==> config.mk <==
export PLATFORM = sky130hd
export DESIGN_NAME = fp_compare_pipe
export DESIGN_NICKNAME = d
export VERILOG_FILES = /design/src/rtl/fp_compare_pipe.sv
export SDC_FILE = /design/constraint.sdc
export NUM_CORES = 1
export LEC_CHECK = 0
export CELL_PAD_IN_SITES_DETAIL_PLACEMENT = 1
export CELL_PAD_IN_SITES_GLOBAL_PLACEMENT = 2
export CORE_ASPECT_RATIO = 0.75
export CORE_MARGIN = 1.5
export CORE_UTILIZATION = 27
export CTS_BUF_LIST = sky130_fd_sc_hd__clkbuf_8
export CTS_CLUSTER_SIZE = 10
export DETAILED_ROUTE_END_ITERATION = 12
export PLACE_DENSITY_LB_ADDON = 0.25
export SETUP_SLACK_MARGIN = 0.15
export SLEW_MARGIN = 20
export SYNTH_ARGS = -nofsm -noshare
export SYNTH_HDL_FRONTEND = slang
export SYNTH_SLANG_ARGS = --single-unit
==> constraint.sdc <==
create_clock -name clk -period 2.1 [get_ports clk]
set_input_delay 0.42 -clock clk [delete_from_list [all_inputs] [get_ports clk]]
set_output_delay 0.42 -clock clk [all_outputs]
set_load 0.03 [all_outputs]
==> src/rtl/fp_compare_pipe.sv <==
// Two-stage valid/ready comparator for FloPoCo operands {exc, sign, exp, frac}.
// Define FPCMP_MINMAX_EN to add registered min_out/max_out ports.
module fp_compare_pipe #(
    parameter int WE = 7,
    parameter int WF = 11
) (
    input  logic                clk,
    input  logic                rst,
    input  logic                in_valid,
    output logic                in_ready,
    input  logic [2:0]          op,
    input  logic [WE+WF+2:0]    inA,
    input  logic [WE+WF+2:0]    inB,
    output logic                out_valid,
    input  logic                out_ready,
    output logic                result,
    output logic                unordered
`ifdef FPCMP_MINMAX_EN
    ,
    output logic [WE+WF+2:0]    min_out,
    output logic [WE+WF+2:0]    max_out
`endif
);

    localparam int W = WE + WF + 3;
    localparam int K = WE + WF + 1;

    typedef struct packed {
        logic         nan;
        logic         sign;
        logic [K-1:0] key;
    } cls_t;

    // Zero and infinity drop their exp/frac so encodings with junk bits still compare equal.
    function automatic cls_t classify(input logic [W-1:0] x);
        cls_t c;
        logic is_zero;
        logic is_inf;
        is_zero = (x[W-1:W-2] == 2'b00);
        is_inf  = (x[W-1:W-2] == 2'b10);
        c.nan   = (x[W-1:W-2] == 2'b11);
        c.sign  = is_zero ? 1'b0 : x[W-3];
        c.key   = (is_zero || is_inf) ? {is_inf, {(K-1){1'b0}}} : {1'b0, x[K-2:0]};
        return c;
    endfunction

    logic       v1;
    logic       v2;
    logic       adv2;
    cls_t       ca1;
    cls_t       cb1;
    logic [2:0] op1;

    assign adv2      = !v2 || out_ready;
    assign in_ready  = !v1 || adv2;
    assign out_valid = v2;

    always_ff @(posedge clk) begin
        if (rst) begin
            v1  <= 1'b0;
            ca1 <= '0;
            cb1 <= '0;
            op1 <= '0;
        end else if (in_ready) begin
            v1 <= in_valid;
            if (in_valid) begin
                ca1 <= classify(inA);
                cb1 <= classify(inB);
                op1 <= op;
            end
        end
    end

`ifdef FPCMP_MINMAX_EN
    logic [W-1:0] a1;
    logic [W-1:0] b1;

    always_ff @(posedge clk) begin
        if (rst) begin
            a1 <= '0;
            b1 <= '0;
        end else if (in_ready && in_valid) begin
            a1 <= inA;
            b1 <= inB;
        end
    end
`endif

    logic lt;
    logic eq;
    logic un;
    logic res_n;

    always_comb begin
        lt    = 1'b0;
        eq    = (ca1.sign == cb1.sign) && (ca1.key == cb1.key);
        un    = ca1.nan || cb1.nan;
        res_n = 1'b0;
        if (ca1.sign != cb1.sign) begin
            lt = ca1.sign;
        end else if (!ca1.sign) begin
            lt = ca1.key < cb1.key;
        end else begin
            lt = ca1.key > cb1.key;
        end
        case (op1)
            3'b000:  res_n = !un && eq;
            3'b001:  res_n = !un && lt;
            3'b010:  res_n = !un && (lt || eq);
            3'b011:  res_n = !un && !lt && !eq;
            3'b100:  res_n = !un && !lt;
            3'b101:  res_n = un || !eq;
            3'b110:  res_n = un;
            default: res_n = 1'b0;
        endcase
    end

`ifdef FPCMP_MINMAX_EN
    logic [W-1:0] min_n;
    logic [W-1:0] max_n;

    // A single NaN is ignored; two NaNs collapse to the canonical NaN.
    always_comb begin
        min_n = b1;
        max_n = a1;
        if (ca1.nan && cb1.nan) begin
            min_n = {2'b11, {(W-2){1'b0}}};
            max_n = {2'b11, {(W-2){1'b0}}};
        end else if (ca1.nan) begin
            min_n = b1;
            max_n = b1;
        end else if (cb1.nan) begin
            min_n = a1;
            max_n = a1;
        end else if (lt || eq) begin
            min_n = a1;
            max_n = b1;
        end
    end
`endif

    always_ff @(posedge clk) begin
        if (rst) begin
            v2        <= 1'b0;
            result    <= 1'b0;
            unordered <= 1'b0;
`ifdef FPCMP_MINMAX_EN
            min_out   <= '0;
            max_out   <= '0;
`endif
        end else if (adv2) begin
            v2 <= v1;
            if (v1) begin
                result    <= res_n;
                unordered <= un;
`ifdef FPCMP_MINMAX_EN
                min_out   <= min_n;
                max_out   <= max_n;
`endif
            end
        end
    end

endmodule

# --- Word level (Yosys, flattened, before mapping) ---
# Cells that the tools add are included.
op_classes:
  muxes: 7
  eq_ne: 13
  magnitude_cmp: 2
  n_reduce_logical: 23
op_table:
  columns: ["operator", "count"]
  rows:
  - ["$mux W19", 2]
  - ["$eq A19 B19 Y1", 1]
  - ["$gt A19 B19 Y1", 1]
  - ["$lt A19 B19 Y1", 1]
  - ["$eq A3 B3 Y1 const B", 3]
  - ["$eq A2 B2 Y1 const B", 4]
  - ["$logic_or A1 B1 Y1", 7]
  - ["$pmux W1 S7", 1]
  - ["$eq A3 B2 Y1 const B", 2]
  - ["$logic_and A1 B1 Y1", 6]
  - ["$logic_not A1 Y1", 5]
  - ["$logic_not A2 Y1", 2]
  - ["$mux W1", 4]
  - ["$reduce_and A2 Y1", 2]
  - ["$eq A3 B1 Y1 const B", 1]
  - ["$logic_not A3 Y1", 1]
  - ["$eq A1 B1 Y1", 1]
  - ["$ne A1 B1 Y1", 1]
totals:
  in_bits: 49
  wordCells: 56
  ff_bits: 49

# --- Longest topological paths before layout ---
logic_depth:
  depth_word: 7
  ltp_mapped: 10
  ltp_nobuf: 10

# --- Worst setup path after synthesis ---
# Ideal clock, no wire load.
synth_path:
  path_type: "register to register"
  startpoint: "reg cb1[18] (netlist bit)"
  endpoint: "reg result"
  setup_ns: 0.066
  stages_incl_launch_ff: 11
  arrival_time_ns: 2.164
  path_buffers: 0
  setup_slack_ns: -0.130
  path_cell_list: "dfxtp_1 -> inv_1 -> ha_1 -> nand4_1 -> nor3_2 -> a211oi_2 -> a31oi_1 -> a21boi_1 -> or4_1 -> a311o_1 -> a21oi_2"
synth_between:
  elab_chain_cells: 7
  word_cells_on_any_way: 16
synth_rtl:
  columns: ["item", "line_no", "source"]
  rows:
  - ["from (decl)", "51", "cls_t cb1;"]
  - ["from (signal assigned)", "68", "cb1 <= classify(inB);"]
  - ["$lt A19 B19 Y1 / $gt A19 B19 Y1 (equally long branches)", "102, 104", null]
  - ["$mux W1", "101", "end else if (!ca1.sign) begin"]
  - ["$mux W1", "99", "if (ca1.sign != cb1.sign) begin"]
  - ["$logic_not A1 Y1", "110, 111", null]
  - ["$logic_and A1 B1 Y1", "110, 111", null]
  - ["$logic_and A1 B1 Y1", "110", "3'b011: res_n = !un && !lt && !eq;"]
  - ["$pmux W1 S7 *", "106", "case (op1)"]
  - ["to (signal assigned)", "154", "result <= res_n;"]
  - ["to (decl)", "16", "output logic result,"]
# Every way passes the cells marked *; elsewhere a longest branch is shown, timed or not.
# A chain may end at the register's enable or synchronous reset.

# --- Final worst setup path ---
layout_path:
  startpoint: "reg cb1[14] (netlist bit)"
  endpoint: "reg result"
# Same word-level chain as after synthesis.

==> results <==
- The critical path goes through inv_1 -> ha_1 -> nand2_1 -> o21ai_2 -> a211oi_2 -> a31oi_1 -> a21boi_2 -> or4_1 -> a311o_1 -> a21oi_2.
- The count of inserted antenna diode cells is 0.
- Setup repair after global routing could not meet its margin everywhere.
- The clock network is responsible for between 20% and 30% of the overall power.
- The first routing iteration left 53 violations.
- Internal power comes to 1430 µW.
- Yosys printed 0 warnings.
- In this run, synthesis produced a sequential element count of 49.
- The worst min-delay path category is flip-flop to flip-flop.
- The maximum net fanout on the critical path is 4.
- The die is 84.6 µm tall.
- 53 I/O pins were placed.
- Clock-pin slew was measured on the worst setup and hold paths at 100 ps.
- For this run, the register share of the synthesized area comes to 40.9%.
- The path with the worst hold slack has its endpoint at cb1[17].
- The switching component of the power is 573 µW.
- The total overflow reported by the global router is 0.
- Across all register-to-register paths, the minimum setup slack is -240 ps.
- The share of the cycle needed by the critical path after routing is 111%.
- During placement, the flow inserted port buffers numbering 52.
- The endpoint identified for the worst register-to-register timing path is result.
- The data arrival time of the critical path is 2570 ps.
- The count of pins over their slew limit came to 0.
- The critical path starts at cb1[14].
- The startpoint identified for the worst register-to-register timing path is cb1[14].
- The tightest slew margin relative to the limit is 78.1%.
- The synthesized netlist devotes 18.5% of its cell area to compound gates.
- The mean instance size in the synthesized netlist is 7.73 µm².
- In this run the most critical hold path is launched from cb1[17].
- The total iterations of the first detailed-routing run is 4.
- The via count of the first global-routing pass is 2,241.
- The floorplan has 29 rows.
- The post-synthesis share of cell area spent on xor and xnor gates is less than 1%.
- The core area is 8530 µm².
- The number of instances in the synthesized netlist is 310.
- The H-tree was split into 2 levels.
- The number of setup buffers added after CTS is 0.
- In this run, distinct cell masters in the synthesized netlist total 36.
- Setup violations remaining at the end of the flow were counted as 1.
- Summing the areas of all fa, ha and maj instances in the mapped netlist gives 9.92% of the synthesized area.
- The post-route netlist has a little over a tenth of its cells at a drive strength greater than 1.
- The global-route wire length before repair is 10,800 µm.
- The number of clock buffers added by TritonCTS is 5.
- For this run, the leading register cell type out of synthesis is dfxtp_1.
- The net count after synthesis is 378.
- Counting instances, the worst hold path has a depth of 2.
- The required time at the endpoint of the critical path is 2340 ps.
- TritonCTS built the clock tree.
- The run finished, with violations left.
- The worst-case IR drop observed on VDD is 265 µV.
- Multiplexer cells account for 0% of the synthesized area.
- The die covers 9460 µm².
- Counting along the longest clock path gives a buffer depth of 2.
- After synthesis, the share of flip-flops with an asynchronous set or reset is 0%.
- After detailed placement, the total cell area comes to 3100 µm².
- The critical path start-end classification is flip-flop to flip-flop.
- By area, the combinational part of the netlist is dominated by simple AND/OR/NAND/NOR gates.
- The initial utilization of the core area, before any placement, comes to 28.1%.
- The final reports fail on negative setup slack.
- The worst setup path is captured at a flip-flop.
- The detailed-route wire length is 6550 µm.
- The switching power share of the total is 28.7%.
- For this run, the post-layout net count is 430.
- The clock reaches the later pin of the worst-skew pair after approximately 300 ps.
- At the pin with the least slew margin, the transition time is approximately 330 ps.
- Dividing the detail-routed wire length by the instance count gives 13.9 µm.
- The final RePlAce weighted congestion is roughly 0.75.
- The floorplan step set the die width to 112 µm.
- The detailed placement HPWL is 4770 µm.
- In the routed layout, each cell is associated on average with a via count of 4.78.
- Counting I/O delays and the setup requirement, the final critical path takes ~2300 ps.
- Of the total synthesized cell area, the portion taken by AND, OR, NAND and NOR gates is 24.2%.
- The setup slack after layout is -236 ps.
- For this design the static power due to leakage is 0.00118 µW.
- Global routing used between 10 and 15% of the available tracks across all layers.
- Summing all non-filler instances in the final layout gives an area of around 3200 µm².
- Between clock sinks in the finished design, the worst skew comes to around 6.9 ps.
- The number of nets with antenna violations after detailed routing is 0.
- Entering global routing, the biggest net connects 46 pins.
- The vias after detailed routing is 2,250.
- The achievable clock frequency is 428 MHz.
- The highest-delay cell along the critical path is or4_1.
- The number of clock sinks seen by CTS is 49.
- Sequential cells burn 49.8% of the power.
- Yosys mapped a number of flops with a built-in enable equal to 0.
- The final-report hold violation count is 0.
- The buffer type at the clock tree root is clkbuf_8.
- In the routed design, unresolved DRC markers number 0.
- In this design, the stage delay of the slowest critical-path cell is 470 ps.
- The initial antenna violation count is 0.
- The cell area power density is slightly above 600 nW/µm².
- Per report_power, the combinational group accounts for 22.7% of the total.
- From synthesis to final layout, the design area changed by 35.0%.
- The synthesized cell area is 2400 µm².
- In the final timing run, aggregate negative setup slack is -236 ps.
- STA classifies the critical path startpoint as a flip-flop.
- Max-cap violations in this run came to 0.
- For the worst flop-to-flop path, the logic depth is 10.
[worst max-delay path, delay by kind of cell (launching register included)]
family	cells	cell delay [ps]
compound gates	6	1030
simple gates	2	580
flops	1	340
fa+ha+maj	1	280
buf+inv	1	40
[repair_timing]
item,in CTS,in global routing
pin swaps,2,2
resized for setup,4,7
setup endpoints to repair,1,1
hold buffers,0,0
endpoints found under the hold margin,0,0
[registers in the layout, indices dropped and copies added (netlist names)]
register and cells:
result 1, ca1 21, cb1 21, op1 3, unordered 1, out_valid 1, v1 1
[logic make-up after synthesis]
logic type	count (synthesis)
xor gates and xnor gates	1
DFF	49
AOI/OAI and AO/OA	77
adders and majority gates	19
buffers and inverters	39
and+or+nand+nor	125
[layout by cell type, fill, tap and decap left out, drive strengths merged, types with 5 or more instances in the layout]
master	Yosys	final
clkbuf	14	5
nand3	40	40
a211oi	5	5
inv	21	22
ha	19	19
nor2	8	8
a21oi	55	55
o21ai	5	5
nand2	58	58
dfxtp	49	49
clkdlybuf4s50	0	51
buf	4	12
[layout make-up]
| class | count | area, µm² |
|---|---|---|
| repair buffers | 63 | 626 |
| well taps | 108 | 135 |
| fillers | 1037 | 5290 |
| multi-input cells | 222 | 1330 |
| flip-flops and latches | 49 | 985 |
| clock inverters | 3 | 13.8 |
| clock buffers | 5 | 68.8 |
| inverters | 21 | 78.8 |
[worst max-delay path by stage]
stage	depth (start not counted)	endpoint
4_1_cts	9	result
3_3_place_gp	9	result
6_report	10	result
5_1_grt	10	result
2_1_floorplan	10	result
3_5_place_dp	9	result
[power groups by stage]
stage	clock (µW)	combinational [µW]	sequential, µW
floorplan	0	234	1020
global placement	0	429	1020
detailed placement	0	436	1020
CTS	578	451	996
global route	610	507	1000
finish	550	454	996
[metal layers]
| metal | GRT usage, % | wire length, µm | up-vias |
|---|---|---|---|
| met3 | 3.10 | 216 | 2 |
| met4 | 2.76 | 29 | 0 |
| li1 | - | - | 1174 |
| met1 | 19.3 | 3260 | 1045 |
| met2 | 23.1 | 3040 | 29 |
| met5 | 0 | 0 | - |
[cells in the mapped netlist, drive strengths merged (2+ instances only)]
| cell type | n | area, µm² |
|---|---|---|
| a211oi | 5 | 42.5 |
| ha | 19 | 238 |
| nand4 | 3 | 18.8 |
| nor2b | 2 | 12.5 |
| nor3 | 3 | 20.0 |
| nand3b | 3 | 22.5 |
| and3 | 2 | 13.8 |
| clkbuf | 14 | 52.6 |
| dfxtp | 49 | 981 |
| inv | 21 | 78.8 |
| nor2 | 8 | 30.0 |
| a21oi | 55 | 279 |
| nand2 | 58 | 218 |
| o21ai | 5 | 28.8 |
| nand3 | 40 | 200 |
| o211ai | 4 | 30.0 |
| or3 | 2 | 15.0 |
| buf | 4 | 15.0 |
| a31oi | 2 | 12.5 |
[metrics by stage]
stage	power, µW	util (%)	hold slack (ps)	setup WS [ps]	cells
after floorplan	1250	-	432	-55.5	310
after global routing	2120	37.9	478	-341	471
after CTS	2020	37.6	460	-233	471
after global placement	1440	36.4	439	-252	463
after detailed placement	1450	36.4	446	-317	463
final	2000	37.9	455	-236	471
Power figures use the tool's default switching activity.
